**src/rtl/pong_pkg.sv**
```systemverilog
// pong_pkg: shared types and constants for the score keeper.
//   state_t        - score keeper FSM encoding (exported via state_dbg)
//   WINNER_*       - winner output codes
//   ROUND_RST_LEN  - cycles round_rst is held after a normal point
//   sat_inc        - 4-bit increment that saturates at 15
package pong_pkg;

  typedef enum logic [2:0] {
    ST_PLAY      = 3'd0,
    ST_HOLD      = 3'd1,
    ST_ROUND_RST = 3'd2,
    ST_ARM       = 3'd3,
    ST_OVER      = 3'd4
  } state_t;

  localparam logic [1:0] WINNER_NONE = 2'b00;
  localparam logic [1:0] WINNER_P1   = 2'b01;
  localparam logic [1:0] WINNER_P2   = 2'b10;

  localparam int ROUND_RST_LEN = 2;

  function automatic logic [3:0] sat_inc(input logic [3:0] v);
    return (v == 4'hF) ? v : v + 4'd1;
  endfunction

endpackage

```
**src/rtl/score_rules.sv**
```systemverilog
// score_rules: combinational scoring and win decision.
// Ports:
//   i_score_p1/p2 : current scores
//   i_add_p1/p2   : add one point to that player (at most one set at a time)
//   o_next_p1/p2  : scores after the point (saturating, deuce-adjusted)
//   o_win         : the current scores end the match
//   o_winner      : WINNER_NONE / WINNER_P1 / WINNER_P2 for the current scores
// Macro SCORE_KEEPER_DEUCE_EN: when defined, a win also needs a lead of 2,
// and a point that ties the match at WIN_SCORE pulls both back to WIN_SCORE-1.
module score_rules
  import pong_pkg::*;
#(
  parameter int WIN_SCORE = 7
) (
  input  logic [3:0] i_score_p1,
  input  logic [3:0] i_score_p2,
  input  logic       i_add_p1,
  input  logic       i_add_p2,
  output logic [3:0] o_next_p1,
  output logic [3:0] o_next_p2,
  output logic       o_win,
  output logic [1:0] o_winner
);

  localparam logic [3:0] WIN = 4'(WIN_SCORE);

  logic [3:0] w_inc_p1;
  logic [3:0] w_inc_p2;

  always_comb begin
    w_inc_p1 = i_add_p1 ? sat_inc(i_score_p1) : i_score_p1;
    w_inc_p2 = i_add_p2 ? sat_inc(i_score_p2) : i_score_p2;
  end

`ifdef SCORE_KEEPER_DEUCE_EN
  localparam logic [3:0] DEUCE = 4'(WIN_SCORE - 1);

  always_comb begin
    o_next_p1 = w_inc_p1;
    o_next_p2 = w_inc_p2;
    if ((i_add_p1 || i_add_p2) && (w_inc_p1 == WIN) && (w_inc_p2 == WIN)) begin
      o_next_p1 = DEUCE;
      o_next_p2 = DEUCE;
    end
    o_winner = WINNER_NONE;
    // Leads are compared in 5 bits so score+2 cannot wrap.
    if ((i_score_p1 >= WIN) && ({1'b0, i_score_p1} >= {1'b0, i_score_p2} + 5'd2))
      o_winner = WINNER_P1;
    else if ((i_score_p2 >= WIN) && ({1'b0, i_score_p2} >= {1'b0, i_score_p1} + 5'd2))
      o_winner = WINNER_P2;
  end
`else
  always_comb begin
    o_next_p1 = w_inc_p1;
    o_next_p2 = w_inc_p2;
    o_winner  = WINNER_NONE;
    if (i_score_p1 >= WIN)
      o_winner = WINNER_P1;
    else if (i_score_p2 >= WIN)
      o_winner = WINNER_P2;
  end
`endif

  assign o_win = (o_winner != WINNER_NONE);

endmodule

```
**src/rtl/score_keeper.sv**
```systemverilog
// score_keeper: Pong match scoring and round sequencing.
// Ports:
//   clk, rst_n            : frame clock, synchronous active-low reset
//   goal_p1, goal_p2      : level goal indications from the playfield
//   new_game              : level match restart request (beats goals)
//   score_p1, score_p2    : 4-bit saturating scores
//   round_rst             : reset for ball/paddle blocks (ROUND_RST and OVER)
//   freeze                : ball move disable while in HOLD
//   serve_dir             : 0 serve toward p1, 1 toward p2 (last conceder)
//   game_over, winner     : match result, registered on entry to OVER
//   state_dbg             : current FSM state
// Macro SCORE_KEEPER_DEUCE_EN enables the win-by-two rule in score_rules.
// Handshake: goals are level signals, consumed only in PLAY; after a point
// the FSM waits in ARM until both goals are low, so a held goal counts once.
// All outputs come straight from registers.
module score_keeper
  import pong_pkg::*;
#(
  parameter int WIN_SCORE   = 7,
  parameter int SERVE_DELAY = 120
) (
  input  logic       clk,
  input  logic       rst_n,
  input  logic       goal_p1,
  input  logic       goal_p2,
  input  logic       new_game,
  output logic [3:0] score_p1,
  output logic [3:0] score_p2,
  output logic       round_rst,
  output logic       freeze,
  output logic       serve_dir,
  output logic       game_over,
  output logic [1:0] winner,
  output state_t     state_dbg
);

  localparam logic [9:0] HOLD_LOAD = 10'(SERVE_DELAY - 1);
  localparam logic [9:0] RR_LOAD   = 10'(ROUND_RST_LEN - 1);

  state_t     r_state, w_state_nxt;
  logic [9:0] r_cnt, w_cnt_nxt;
  logic [3:0] r_score_p1, w_score_p1_nxt;
  logic [3:0] r_score_p2, w_score_p2_nxt;
  logic       r_serve_dir, w_serve_dir_nxt;
  logic       r_game_over, w_game_over_nxt;
  logic [1:0] r_winner, w_winner_nxt;
  logic       r_freeze, w_freeze_nxt;
  logic       r_round_rst, w_round_rst_nxt;

  logic       w_add_p1;
  logic       w_add_p2;
  logic [3:0] w_rule_p1;
  logic [3:0] w_rule_p2;
  logic       w_rule_win;
  logic [1:0] w_rule_winner;

  // A simultaneous double goal scores for nobody.
  assign w_add_p1 = goal_p1 & ~goal_p2;
  assign w_add_p2 = goal_p2 & ~goal_p1;

  score_rules #(
    .WIN_SCORE (WIN_SCORE)
  ) u_rules (
    .i_score_p1 (r_score_p1),
    .i_score_p2 (r_score_p2),
    .i_add_p1   (w_add_p1),
    .i_add_p2   (w_add_p2),
    .o_next_p1  (w_rule_p1),
    .o_next_p2  (w_rule_p2),
    .o_win      (w_rule_win),
    .o_winner   (w_rule_winner)
  );

  always_comb begin
    w_state_nxt     = r_state;
    w_cnt_nxt       = r_cnt;
    w_score_p1_nxt  = r_score_p1;
    w_score_p2_nxt  = r_score_p2;
    w_serve_dir_nxt = r_serve_dir;
    w_game_over_nxt = r_game_over;
    w_winner_nxt    = r_winner;

    if (new_game) begin
      w_state_nxt     = ST_ROUND_RST;
      w_cnt_nxt       = RR_LOAD;
      w_score_p1_nxt  = 4'd0;
      w_score_p2_nxt  = 4'd0;
      w_serve_dir_nxt = 1'b0;
      w_game_over_nxt = 1'b0;
      w_winner_nxt    = WINNER_NONE;
    end else begin
      case (r_state)
        ST_PLAY: begin
          if (goal_p1 || goal_p2) begin
            w_state_nxt = ST_HOLD;
            w_cnt_nxt   = HOLD_LOAD;
            if (w_add_p1 || w_add_p2) begin
              w_score_p1_nxt  = w_rule_p1;
              w_score_p2_nxt  = w_rule_p2;
              // Serve goes toward whoever conceded.
              w_serve_dir_nxt = w_add_p1;
            end
          end
        end
        ST_HOLD: begin
          if (r_cnt == 10'd0) begin
            if (w_rule_win) begin
              w_state_nxt     = ST_OVER;
              w_game_over_nxt = 1'b1;
              w_winner_nxt    = w_rule_winner;
            end else begin
              w_state_nxt = ST_ROUND_RST;
              w_cnt_nxt   = RR_LOAD;
            end
          end else begin
            w_cnt_nxt = r_cnt - 10'd1;
          end
        end
        ST_ROUND_RST: begin
          if (r_cnt == 10'd0)
            w_state_nxt = ST_ARM;
          else
            w_cnt_nxt = r_cnt - 10'd1;
        end
        ST_ARM: begin
          if (!goal_p1 && !goal_p2)
            w_state_nxt = ST_PLAY;
        end
        ST_OVER: begin
          w_state_nxt = ST_OVER;
        end
        default: begin
          w_state_nxt = ST_ROUND_RST;
          w_cnt_nxt   = RR_LOAD;
        end
      endcase
    end

    // Status flags are registered from the next state so they line up
    // with the state register.
    w_freeze_nxt    = (w_state_nxt == ST_HOLD);
    w_round_rst_nxt = (w_state_nxt == ST_ROUND_RST) || (w_state_nxt == ST_OVER);
  end

  always_ff @(posedge clk) begin
    if (!rst_n) begin
      r_state     <= ST_ROUND_RST;
      r_cnt       <= RR_LOAD;
      r_score_p1  <= 4'd0;
      r_score_p2  <= 4'd0;
      r_serve_dir <= 1'b0;
      r_game_over <= 1'b0;
      r_winner    <= WINNER_NONE;
      r_freeze    <= 1'b0;
      r_round_rst <= 1'b1;
    end else begin
      r_state     <= w_state_nxt;
      r_cnt       <= w_cnt_nxt;
      r_score_p1  <= w_score_p1_nxt;
      r_score_p2  <= w_score_p2_nxt;
      r_serve_dir <= w_serve_dir_nxt;
      r_game_over <= w_game_over_nxt;
      r_winner    <= w_winner_nxt;
      r_freeze    <= w_freeze_nxt;
      r_round_rst <= w_round_rst_nxt;
    end
  end

  assign score_p1  = r_score_p1;
  assign score_p2  = r_score_p2;
  assign round_rst = r_round_rst;
  assign freeze    = r_freeze;
  assign serve_dir = r_serve_dir;
  assign game_over = r_game_over;
  assign winner    = r_winner;
  assign state_dbg = r_state;

endmodule

```
**config.mk**
```make
export PLATFORM = sky130hd
export DESIGN_NAME = score_keeper
export DESIGN_NICKNAME = d
export VERILOG_FILES = /design/src/rtl/pong_pkg.sv /design/src/rtl/score_rules.sv /design/src/rtl/score_keeper.sv
export SDC_FILE = /design/constraint.sdc
export NUM_CORES = 1
export LEC_CHECK = 0
export ABC_CLOCK_PERIOD_IN_PS = 2280
export CAP_MARGIN = 20
export CORE_ASPECT_RATIO = 1.2
export CORE_UTILIZATION = 46
export DETAILED_ROUTE_END_ITERATION = 8
export PLACE_DENSITY = 0.71
export REMOVE_ABC_BUFFERS = 1
export SLEW_MARGIN = 20
export SYNTH_ARGS = -nofsm -noshare
export SYNTH_HDL_FRONTEND = slang
export SYNTH_SLANG_ARGS = --single-unit
```
**constraint.sdc**
```tcl
create_clock -name clk -period 2.28 [get_ports clk]
set_input_delay 0.228 -clock clk [delete_from_list [all_inputs] [get_ports clk]]
set_output_delay 0.228 -clock clk [all_outputs]
set_load 0.02 [all_outputs]
```
# == After elaboration in Yosys (flattened, before gate mapping) ==
# Index checks and enable logic that the tools add are counted.
# totals
register_bits,27
output_inout_bits,17
word_cells,64
in_bits,5
# classes
n_reduce_logical,16
muxes,14
n_eq_ne,12
order_cmp,2
bitwise_logic,8
n_addsub,3
# ops
cell,n
2-to-1 mux 10 bit,4
case mux 10 bit (4 select lines),1
2-to-1 mux 3 bit,6
case mux 3 bit (5 select lines),1
zero test 10 bit,1
AND reduction 5 bit,2
"subtractor 10 x 1 -> 10 bit, second input constant",1
"== test 3 x 2 -> 1 bit, second input constant",3
"adder 4 x 1 -> 4 bit, second input constant",2
"== test 4 bit, second input constant",2
">= comparator 4 x 3 -> 1 bit, second input constant",2
"== test 3 x 1 -> 1 bit, second input constant",2
"== test 3 bit, second input constant",2
inverter 1 bit,6
AND reduction 3 bit,2
2-to-1 mux 2 bit,2
"!= test 2 bit, second input constant",2
AND reduction 4 bit,1
OR reduction 2 bit,2
zero test 3 bit,1
logical OR 1 bit,3
"!= test 3 bit, second input constant",1
AND 1 bit,2
zero test 1 bit,2
2 further kinds,2

# == Logic depth before layout (Yosys ltp) ==
# depth
word_depth,10
mapped_depth,8
ltp_nobuf,7

# == Cells and area by module ==
# Synthesis repeated with hierarchy kept, for this count alone.
# unflattened
cells_unflattened,213
area_unflattened_um2,1696.6
# modules_own_cells
module,seq_area_each_um2,area_per_inst_um2,cells_each,instances
score_keeper,540.5,1453.9,177,1
score_rules,0.0,242.7,36,1

# == Worst setup path after synthesis ==
# OpenSTA, ideal clock, no wires.
# synth_timing
kind,reg-to-reg
startpoint,reg r_cnt[0]
endpoint,reg r_cnt[6]
setup_slack_ns,0.224
n_path_buf,1
stages_incl_launch_ff,9
required_ns,2.207
period_less_slack_ns,2.056
arrival_ns,1.983
setup_time_ns,0.073
cell_sequence,dfxtp_1 > inv_1 > ha_1 > or4b_4 > or3_4 > a22oi_4 > buf_6 > a21oi_2 > nor3b_2
# synth_between
elab_chain_len,3
elab_cells_between_ends,8
cone_classes,add/sub (1); eq/ne (2); mux (3); reduce/logical (2)
# synth_lines
item,line_no,text
from (decl),score_keeper.sv:41,"logic [9:0] r_cnt, w_cnt_nxt;"
from (signal assigned),score_keeper.sv:158,r_cnt <= w_cnt_nxt;
subtractor 10 x 1 -> 10 bit or zero test 10 bit (tied branches),n/a,
"2-to-1 mux 10 bit, or another cell as far along",score_keeper.sv:120,if (r_cnt == 10'd0)
case mux 10 bit (4 select lines) or AND reduction 4 bit (tied branches),n/a,
# Several ways; a longest one is shown, not always the timed one. The select of a mux whose other input is x is not followed.
# A chain may end at the register's enable or synchronous reset.

# == Final worst setup path ==
# layout_timing
startpoint,reg r_cnt[1]
endpoint,reg r_cnt[6]
# Same word-level chain as after synthesis.

==> results.txt <==
peak supply drop - 468.6 uV
Syn Area/Cell - 8.737 um^2
Yosys warnings - 0
Hold Vio Cnt, Final - 0
max_cap viols - 0
via count - 1464
worst skew pair latency - 0.35 ns
register area share after synthesis - 35.56%
nets@finish - 228
DR pass1 iterations - 4
die area - 3540 um^2
Hold Path Class - input port to flop
final worst path period share - 97.21%
first-pass GRT wire length - 6.334 mm
H-tree levels - 1
Post-CTS Hold Buffers - 0
Crit path max-delay family - simple AND/OR/NAND/NOR gates
Post-DRT Antenna Nets - 0
clk buf depth - 2
Mapped Cells - 174
DRC viols - 0
per-cell routed wire length - 15.07 um
Critical Path Sink Type - flop
hold path depth - 2
Ant. Diodes - 0
WL final - 3.783 mm
Core Rows - 22
PnR worst setup slack - 0.06362 ns
clock sinks - 27
DR vias/cell - 5.833
synthesized area - 1520 um^2
Synth Flop Type - dfxtp_1
post-route minimum period - 2.216 ns
pwr/cell area - 486.3 nW/um^2
layout cells sized above 1 - 21.86%
final setup fails - 0
DIE WIDTH - 54.48 um
most frequent cells in the layout - 26 x dfxtp_1, 22 x buf_4, 21 x clkdlybuf4s50_1, 17 x nor2_1, 16 x a21oi_1
status - finished, final reports clean
CP Buf/Inv Count - 2
skew final - 0.01927 ns
commonest non-fill, non-tap cell in the layout - dfxtp_1
Max transition margin - 66.92%
synth-to-layout area growth - 30.21%
Seq cells post-synth - 27
grt total ovfl - 0
Max Slew Vio Count - 0
initial antenna violation count - 0
crit-path max cell delay - 0.49 ns
dpl hpwl - 2.791 mm
Port-buffer cells - 21
post-route setup TNS - 0 ns
final core occ - 63.64%
critical path class - flop to flop
Crit path depth - 8
Post-synth EDFFs - 0
Leak Pwr - 0.7628 nW
GRT Overall Usage - 24.04%
total CTS buffers - 3
largest net degree at the start of global routing - 17
pre-CTS WS - -0.1123 ns
slowest cell on the critical path - or4b_4
vias in the first global route - 1483
Unique masters post-synth - 52
FILL cells - 274
gp weighted congestion - 0.8169
R2R cell count - 8
io pins - 22
Worst Tran Pin Value - 0.4924 ns
CP startpoint kind - flop
CP arrival - 2.48 ns
fmax - 0.4512 GHz
CP required - 2.54 ns
DRT iter0 DRCs - 33
synth top area cells - dfxtp_1 36%, ha_1 5.8%, a21oi_1 5.3%
Synth area leader - dfxtp_1
TritonCTS clock tree - built
crit path cell chain - inv_2, ha_4, or4b_4, or3_4, a22oi_4, buf_6, o21bai_1, nor3b_2
Starting Density - 48.87%
FFs w/ async S/R, synth - 0%
total power - 0.9625 mW
core area - 3110 um^2
CTS root buf - clkbuf_4
Max Fanout on Critical Path - 7
Die H - 64.98 um
Clock Pin Slew Worst Setup and Hold Paths - 0.17 ns
Synth top area share - 35.56%
[power breakdown]
group / switching (mW) / internal (mW)
clock network: 0.156 / 0.0673
logic: 0.121 / 0.120
registers: 0.0129 / 0.485
total: 0.290 / 0.673
[worst paths after layout]
check / start / endpoint / slack (ns)
max: r_cnt[1]$_SDFFE_PP0P_ / r_cnt[6]$_SDFFE_PP0P_ / 0.06
min: rst_n / state_dbg[1]$_SDFF_PN1_ / 0.47
max reg2reg: r_cnt[1]$_SDFFE_PP0P_ / r_cnt[6]$_SDFFE_PP0P_ / 0.06
min reg2reg: winner[0]$_SDFFE_PP0P_ / winner[0]$_SDFFE_PP0P_ / 0.50
[worst register-to-register path, cell delays in order, from the launching register on]
cell      delay (ns)
dfxtp_2         0.36
inv_2           0.07
ha_4            0.12
or4b_4          0.49
or3_4           0.41
a22oi_4         0.33
buf_6           0.14
o21bai_1        0.06
nor3b_2         0.14
[timing repair]
item,4_1_cts,5_1_grt
pin swaps,1,3
buffers inserted,3,1
endpoints found under the setup margin,2,2
resized for setup,0,9
endpoints found under the hold margin,0,0
[sequential cells by signal (all words and copies together), names as in the netlist]
signal,count
score_p1,4
round_rst,1
game_over,1
state_dbg,3
winner,2
r_cnt,10
score_p2,4
freeze,1
serve_dir,1
[per-layer routing]
layer / vias to the layer above / part of all wire [%] / track usage [%] / routed length, um
met5: - / 0 / 0 / 0
met4: 0 / 1.8 / 10.90 / 68
met3: 8 / 2.9 / 2.817 / 109
met2: 31 / 55 / 43.14 / 2069
met1: 704 / 41 / 26.79 / 1537
li1: 721 / - / - / -
[synthesized netlist by cell type (all sizes together) (4+ instances only)]
cell	count
dfxtp	27
a21oi	17
nor2	17
nand2	9
clkbuf	7
ha	7
inv	7
nand3	6
xor2	6
nor3	5
a31oi	4
nand2b	4
nor2b	4
o21ai	4
[per-stage QoR]
step                cells  instance area (um^2)  hold slack [ns]
floorplan             165                  1479           0.2998
global placement      243                  1892           0.4587
detailed placement    243                  1892           0.4718
CTS                   250                  1944           0.4599
global route          251                  1979           0.4707
finish                251                  1979           0.4698
[cells by family after synthesis]
group | Yosys count | synth area share (%)
xor+xnor | 8 | 4.609
fa+ha+maj | 7 | 5.761
buf+inv | 16 | 4.445
mux | 3 | 1.975
simple gates | 66 | 24.61
flops | 27 | 35.56
compound gates | 47 | 23.05
[area by class of cell]
class,count,area (um^2),share of cell area [%]
multi-input combinational,131,927.1,46.84
clock buffer,3,22.52,1.138
tap,36,45.04,2.276
inverter,7,26.28,1.327
clock inverter,1,7.507,0.3793
timing repair buffer,46,409.1,20.67
sequential,27,541.8,27.37
No activity file was read; power rests on OpenSTA's default activity.
==> edit 1: new RTL, same settings <==
Register the input `goal_p1` before use, with the module's reset. The logic sees it one clock later. The other inputs are not delayed to match.
--- a/src/rtl/score_keeper.sv
+++ b/src/rtl/score_keeper.sv
@@ -38,4 +38,14 @@
   localparam logic [9:0] RR_LOAD   = 10'(ROUND_RST_LEN - 1);
 
+  logic goal_p1_q;
+
+  always_ff @(posedge clk) begin
+    if (!rst_n) begin
+      goal_p1_q <= '0;
+    end else begin
+      goal_p1_q <= goal_p1;
+    end
+  end
+
   state_t     r_state, w_state_nxt;
   logic [9:0] r_cnt, w_cnt_nxt;
@@ -56,6 +66,6 @@
 
   // A simultaneous double goal scores for nobody.
-  assign w_add_p1 = goal_p1 & ~goal_p2;
-  assign w_add_p2 = goal_p2 & ~goal_p1;
+  assign w_add_p1 = goal_p1_q & ~goal_p2;
+  assign w_add_p2 = goal_p2 & ~goal_p1_q;
 
   score_rules #(
@@ -92,5 +102,5 @@
       case (r_state)
         ST_PLAY: begin
-          if (goal_p1 || goal_p2) begin
+          if (goal_p1_q || goal_p2) begin
             w_state_nxt = ST_HOLD;
             w_cnt_nxt   = HOLD_LOAD;
@@ -124,5 +134,5 @@
         end
         ST_ARM: begin
-          if (!goal_p1 && !goal_p2)
+          if (!goal_p1_q && !goal_p2)
             w_state_nxt = ST_PLAY;
         end
Function: changed (a bounded check fails within 4 cycles, from zero or initial values and one cycle with rst_n low).
==> edit 1 against the original RTL <==
Setup slack improved by 0.21 ns. Critical path depth fell by 3. Total power rose by 2.0%. Cell count fell by 7.2%. Synthesized area rose by 1.9%. Sequential cell count rose by 1. Final area fell by 7.0%. Non-clock buffer count fell by 18. Sequential power rose by 6.0%. Synthesized cell count rose by 1.1%. Sequential share of layout area rose by 3.1 points. Clock skew fell by 0.017 ns. Routed wire length rose by 0.34%. Critical path type unchanged. Largest power group unchanged.
==> edit 1: results (changes against the original RTL) <==
| Metric | Value |
|---|---|
| Outcome | `finished, final reports clean` |
| Post_cts resized | `0 (unchanged)` |
| DR pass1 iterations | `8 (+4)` |
| Avg WL per Cell | `16.29 um (+8.1%)` |
| Number of vias per cell | `6.176 (+5.9%)` |
| CTS H-tree depth | `1 (unchanged)` |
| Post-synthesis sequential area ratio | `36.19% (+0.63 points)` |
| CTS clk-pin slew, worst paths | `0.14 ns (-0.03 ns)` |
| Buffers on Ports | `21 (unchanged)` |
| Biggest register | `r_cnt` |
| Worst hold stages | `2 (unchanged)` |
| First-pass GRT wire length | `5.920 mm (-6.5%)` |
| Synth top cells by count | `28 x dfxtp_1, 22 x nor2_1, 10 x a21oi_1` |
| Clock latency at the later pin of the worst-skew pair | `0.32 ns (-0.03 ns)` |
| Worst Hold Launch | `goal_p1` |
| R2R Path End | `r_cnt[4]` |
| DP Worst Slack | `0.07832 ns (+0.1906 ns)` |
| GRT Total Usage | `22.60% (-1.4 points)` |
| Root buffer cell | `clkbuf_4` |
| Hold path endpoint | `goal_p1_q` |
| Launching point of the worst reg2reg path | `r_cnt[4]` |
| GP Congestion | `1.005 (+23%)` |
| Tightest hold margin | `0.4917 ns (+0.02196 ns)` |
| Max reg flops | `10 (unchanged)` |
| Layout Nets | `210 (-7.9%)` |
| HPWL Detailed | `2.884 mm (+3.3%)` |
| Clk buf depth | `2 (unchanged)` |
| Starting DRT DRC Count | `36 (+9.1%)` |
| Share of cells above drive strength 1 | `10.66% (-11 points)` |
| Pleak | `0.0007065 uW (-7.4%)` |
| Synth warn | `0 (unchanged)` |
| Critical path peak fanout | `8 (+1)` |
| Worst r2r path cells | `5 (-3)` |
| Worst-margin pin slew | `0.6107 ns (+0.1183 ns)` |
| Diodes inserted | `0 (unchanged)` |
| VDD IR max | `0.3169 mV (-32%)` |
| Skew final | `0.002447 ns (-0.01682 ns)` |
| Synth top area cells | `dfxtp_1 36%, ha_1 5.7%, nor2_1 5.3%` |
| Max-cap violations | `0 (unchanged)` |
| Vias in the first global route | `1339 (-9.7%)` |
| R2R setup slack | `0.27 ns (+0.21 ns)` |
| Ys async rst share | `0% (unchanged)` |
| Inserted Clock Buffers | `3 (unchanged)` |
| CTS Hold Buffers Added | `0 (unchanged)` |
| Largest net degree at the start of global routing | `18 (+1)` |
| Postcts setup bufs | `0 (-3)` |
| Antenna violations before repair | `0 (unchanged)` |
| Arr. time, crit path | `2.29 ns (-0.19 ns)` |
| Hold crit path type | `input port to flip-flop` |
| Number of distinct library cells after synthesis | `48 (-7.7%)` |
==> edit 1: cell count changes in the layout (fill, tap and decap cells not counted), sizes merged, moves of 4 or more <==
cell	delta
and4	+4
a21oi	-7
a211oi	+4
a32o	+6
nor2	+5
buf	-18
==> edit 1: cells by family after synthesis <==
| logic type | synth area share [%] |
|---|---|
| xor+xnor | 6.220 |
| simple gates | 23.35 |
| compound gates | 21.16 |
| fa+ha+maj | 5.654 |
| mux | 1.939 |
| buf+inv | 5.492 |
| flops | 36.19 |
==> edit 1: layer usage <==
| layer | GRT usage [%] | up-vias | wire [um] |
|---|---|---|---|
| met5 | 0 | - | 0 |
| met4 | 12.50 | 0 | 148 |
| met3 | 2.083 | 16 | 116 |
| met2 | 40.06 | 40 | 1990 |
| met1 | 25.04 | 699 | 1540 |
| li1 | - | 684 | - |
==> edit 1: area by class of cell <==
| type | count | area (um2) |
|---|---|---|
| clock buffers | 4 | 36.28 |
| fillers | 308 | 1296 |
| inverters | 9 | 33.78 |
| multi-input cells | 128 | 903.4 |
| flip-flops and latches | 28 | 560.5 |
| well taps | 36 | 45.04 |
| repair buffers | 28 | 262.8 |
==> edit 1: power by group <==
group | internal [uW] | switching [uW] | total, uW
combinational | 93.7 | 123 | 216
sequential | 504 | 23.2 | 528
clock | 97.7 | 140 | 238
==> edit 1: metrics by stage <==
stage	std cells	total power [uW]	utilization [%]
finish	233	981.6	58.69
CTS	233	986.7	58.69
global placement	229	740.7	57.54
global route	233	1033	58.69
detailed placement	229	749.2	57.54
floorplan	165	683.3	-
==> edit 1: worst max-delay path by stage <==
stage | startpoint | end | slack [ns]
3_5_place_dp | goal_p2 | score_p2[3] | 0.08
4_1_cts | r_cnt[4] | r_cnt[4] | 0.31
3_3_place_gp | goal_p2 | score_p2[3] | 0.22
2_1_floorplan | score_p2[0] | r_cnt[1] | 0.46
5_1_grt | r_cnt[4] | r_cnt[4] | 0.18
6_report | r_cnt[4] | r_cnt[4] | 0.27
==> edit 1: critical path, cell delays in order, from the launching register on <==
cell,delay (ns)
dfxtp_1,0.41
nor4_4,0.56
nand3_4,0.18
a211oi_2,0.32
or2_1,0.29
a32o_2,0.20
==> edit 2: new RTL, config.mk and constraints unchanged <==
Made on the original files. Build with the macro `SCORE_KEEPER_DEUCE_EN` defined.
--- a/src/rtl/score_rules.sv
+++ b/src/rtl/score_rules.sv
@@ -8,4 +8,6 @@
 // Macro SCORE_KEEPER_DEUCE_EN: when defined, a win also needs a lead of 2,
 // and a point that ties the match at WIN_SCORE pulls both back to WIN_SCORE-1.
+`define SCORE_KEEPER_DEUCE_EN
+
 module score_rules
   import pong_pkg::*;
Behaviour: no difference found for any inputs over 10 cycles, from zero or initial values and one cycle with rst_n low; that may be too few to reach the edited logic, so the function may still have changed.
==> edit 2 against the original RTL <==
Routed wire length rose by 34%. Non-clock buffer count increased by 1. Final area grew 26%. Count of clock-buffer cells in the layout stayed put. Die area is 34% higher. Cell count rose by 35%. Synthesized area grew 35%. Utilization shrank 5.3 points. Sequential cell count did not move. Setup slack improved by 0.057 ns. Total power up 6.7%. Clock power is 24% higher. Critical path depth down 1. Critical path type unchanged. Critical endpoint is now r_cnt[2]. Largest cell class unchanged. Highest routed layer unchanged.
==> edit 2: results (changes against the original RTL) <==
| Metric | Value |
|---|---|
| Outcome | `finished, final reports clean` |
| First-pass GRT wire length | `8.569 mm (+35%)` |
| CP Launch Point | `r_cnt[1]` |
| GP Congestion | `0.8700 (+6.5%)` |
| Synth top cells by count | `27 x dfxtp_1, 22 x nor2_1, 16 x o21ai_0` |
| DR pass1 iterations | `4 (unchanged)` |
| Pleak | `0.0009524 uW (+25%)` |
| CP Class | `flip-flop to flip-flop` |
| Clk buf depth | `2 (unchanged)` |
| Clock latency at the later pin of the worst-skew pair | `0.27 ns (-0.08 ns)` |
| Number of vias per cell | `5.785 (-0.82%)` |
| Skew final | `0.007175 ns (-0.01210 ns)` |
| Share of cells above drive strength 1 | `16.61% (-5.3 points)` |
| GRT Total Usage | `22.71% (-1.3 points)` |
| Synth warn | `0 (unchanged)` |
| R2R Path End | `r_cnt[2]` |
| Arr. time, crit path | `2.37 ns (-0.11 ns)` |
| Starting DRT DRC Count | `154 (+370%)` |
| Slowest stage delay, CP | `0.49 ns (about the same)` |
| Dpl cells | `335 (+38%)` |
| Post-synthesis sequential area ratio | `26.29% (-9.3 points)` |
| Ys async rst share | `0% (unchanged)` |
| Ys flop type | `dfxtp_1` |
| Vias in the first global route | `1905 (+28%)` |
| Via count | `1961 (+34%)` |
| CTS H-tree depth | `1 (unchanged)` |
| CTS clk-pin slew, worst paths | `0.10 ns (-0.07 ns)` |
| Layout Nets | `304 (+33%)` |
| Synth top area cells | `dfxtp_1 26%, ha_1 9.1%, mux2i_1 5.4%` |
| R2R setup slack | `0.12 ns (+0.06 ns)` |
| VDD IR max | `0.2064 mV (-56%)` |
| Diodes inserted | `0 (unchanged)` |
| CP top delay family | `simple AND/OR/NAND/NOR gates` |
| Number of distinct library cells after synthesis | `61 (+17%)` |
| FILL cells | `388 (+42%)` |
| Worst r2r path cells | `7 (-1)` |
| Slowest CP cell | `or4_4` |
| Critical path peak fanout | `7 (unchanged)` |
| Slew Limit Headroom | `69.26% (+2.3 points)` |
| Cells after Synth | `251 (+44%)` |
| Largest net degree at the start of global routing | `20 (+3)` |
| Inserted Clock Buffers | `3 (unchanged)` |
| Hold crit path type | `input port to flip-flop` |
| HPWL Detailed | `3.850 mm (+38%)` |
| Buffers on Ports | `21 (unchanged)` |
| Root buffer cell | `clkbuf_8` |
| Avg WL per Cell | `15.00 um (-0.46%)` |
edit 2: worst min-delay path by stage:
stage                     end  slack [ns]     start  depth (start not counted)
floorplan           round_rst        0.30     rst_n                          1
global placement     r_cnt[8]        0.46  r_cnt[8]                          2
detailed placement   r_cnt[8]        0.47  r_cnt[8]                          2
CTS                  r_cnt[8]        0.49  r_cnt[8]                          2
global route        round_rst        0.50     rst_n                          2
finish              round_rst        0.49     rst_n                          2
edit 2: final cells by class:
type,instances,area share [%]
clock buffers,3,1.661
clock inverters,1,0.2013
inverters,11,1.661
multi-input cells,194,55.61
flip-flops and latches,27,21.74
well taps,56,2.818
repair buffers,47,16.31
edit 2: routing by layer:
metal / wire, um / global-route usage, % / vias to the layer above
met1: 2192 / 25.80 / 922
met3: 142 / 3.030 / 12
li1: - / - / 992
met4: 101 / 9.044 / 0
met5: 0 / 0 / -
met2: 2650 / 43.13 / 35
edit 2: power by group:
part | switching, uW | total [uW] | internal, uW
registers | 15.6 | 501 | 486
logic | 132 | 248 | 116
clock network | 155 | 277 | 122
edit 2: logic make-up (layout without fill, tap and decap cells):
family	count (synthesis)	after routing	share of synthesized area (%)
and+or+nand+nor	90	90	23.98
AOI/OAI and AO/OA	73	73	26.11
buffers and inverters	30	62	6.878
DFF	27	27	26.29
adders and majority gates	15	15	9.130
muxes	12	12	5.904
xor gates and xnor gates	4	4	1.705
edit 2: metrics by stage:
step / cell area (um2) / util (%) / setup slack [ns]
after floorplan: 1956 / - / 0.07273
after global placement: 2431 / 57.05 / 0.06849
after detailed placement: 2431 / 57.05 / 0.01794
after CTS: 2477 / 58.13 / 0.03451
after global routing: 2486 / 58.34 / -0.01475
final: 2486 / 58.34 / 0.1209
edit 2: repair_timing:
action	4_1_cts	5_1_grt
endpoints found under the hold margin	0	0
buffers inserted	0	0
resized for setup	0	2
endpoints found under the setup margin	0	9
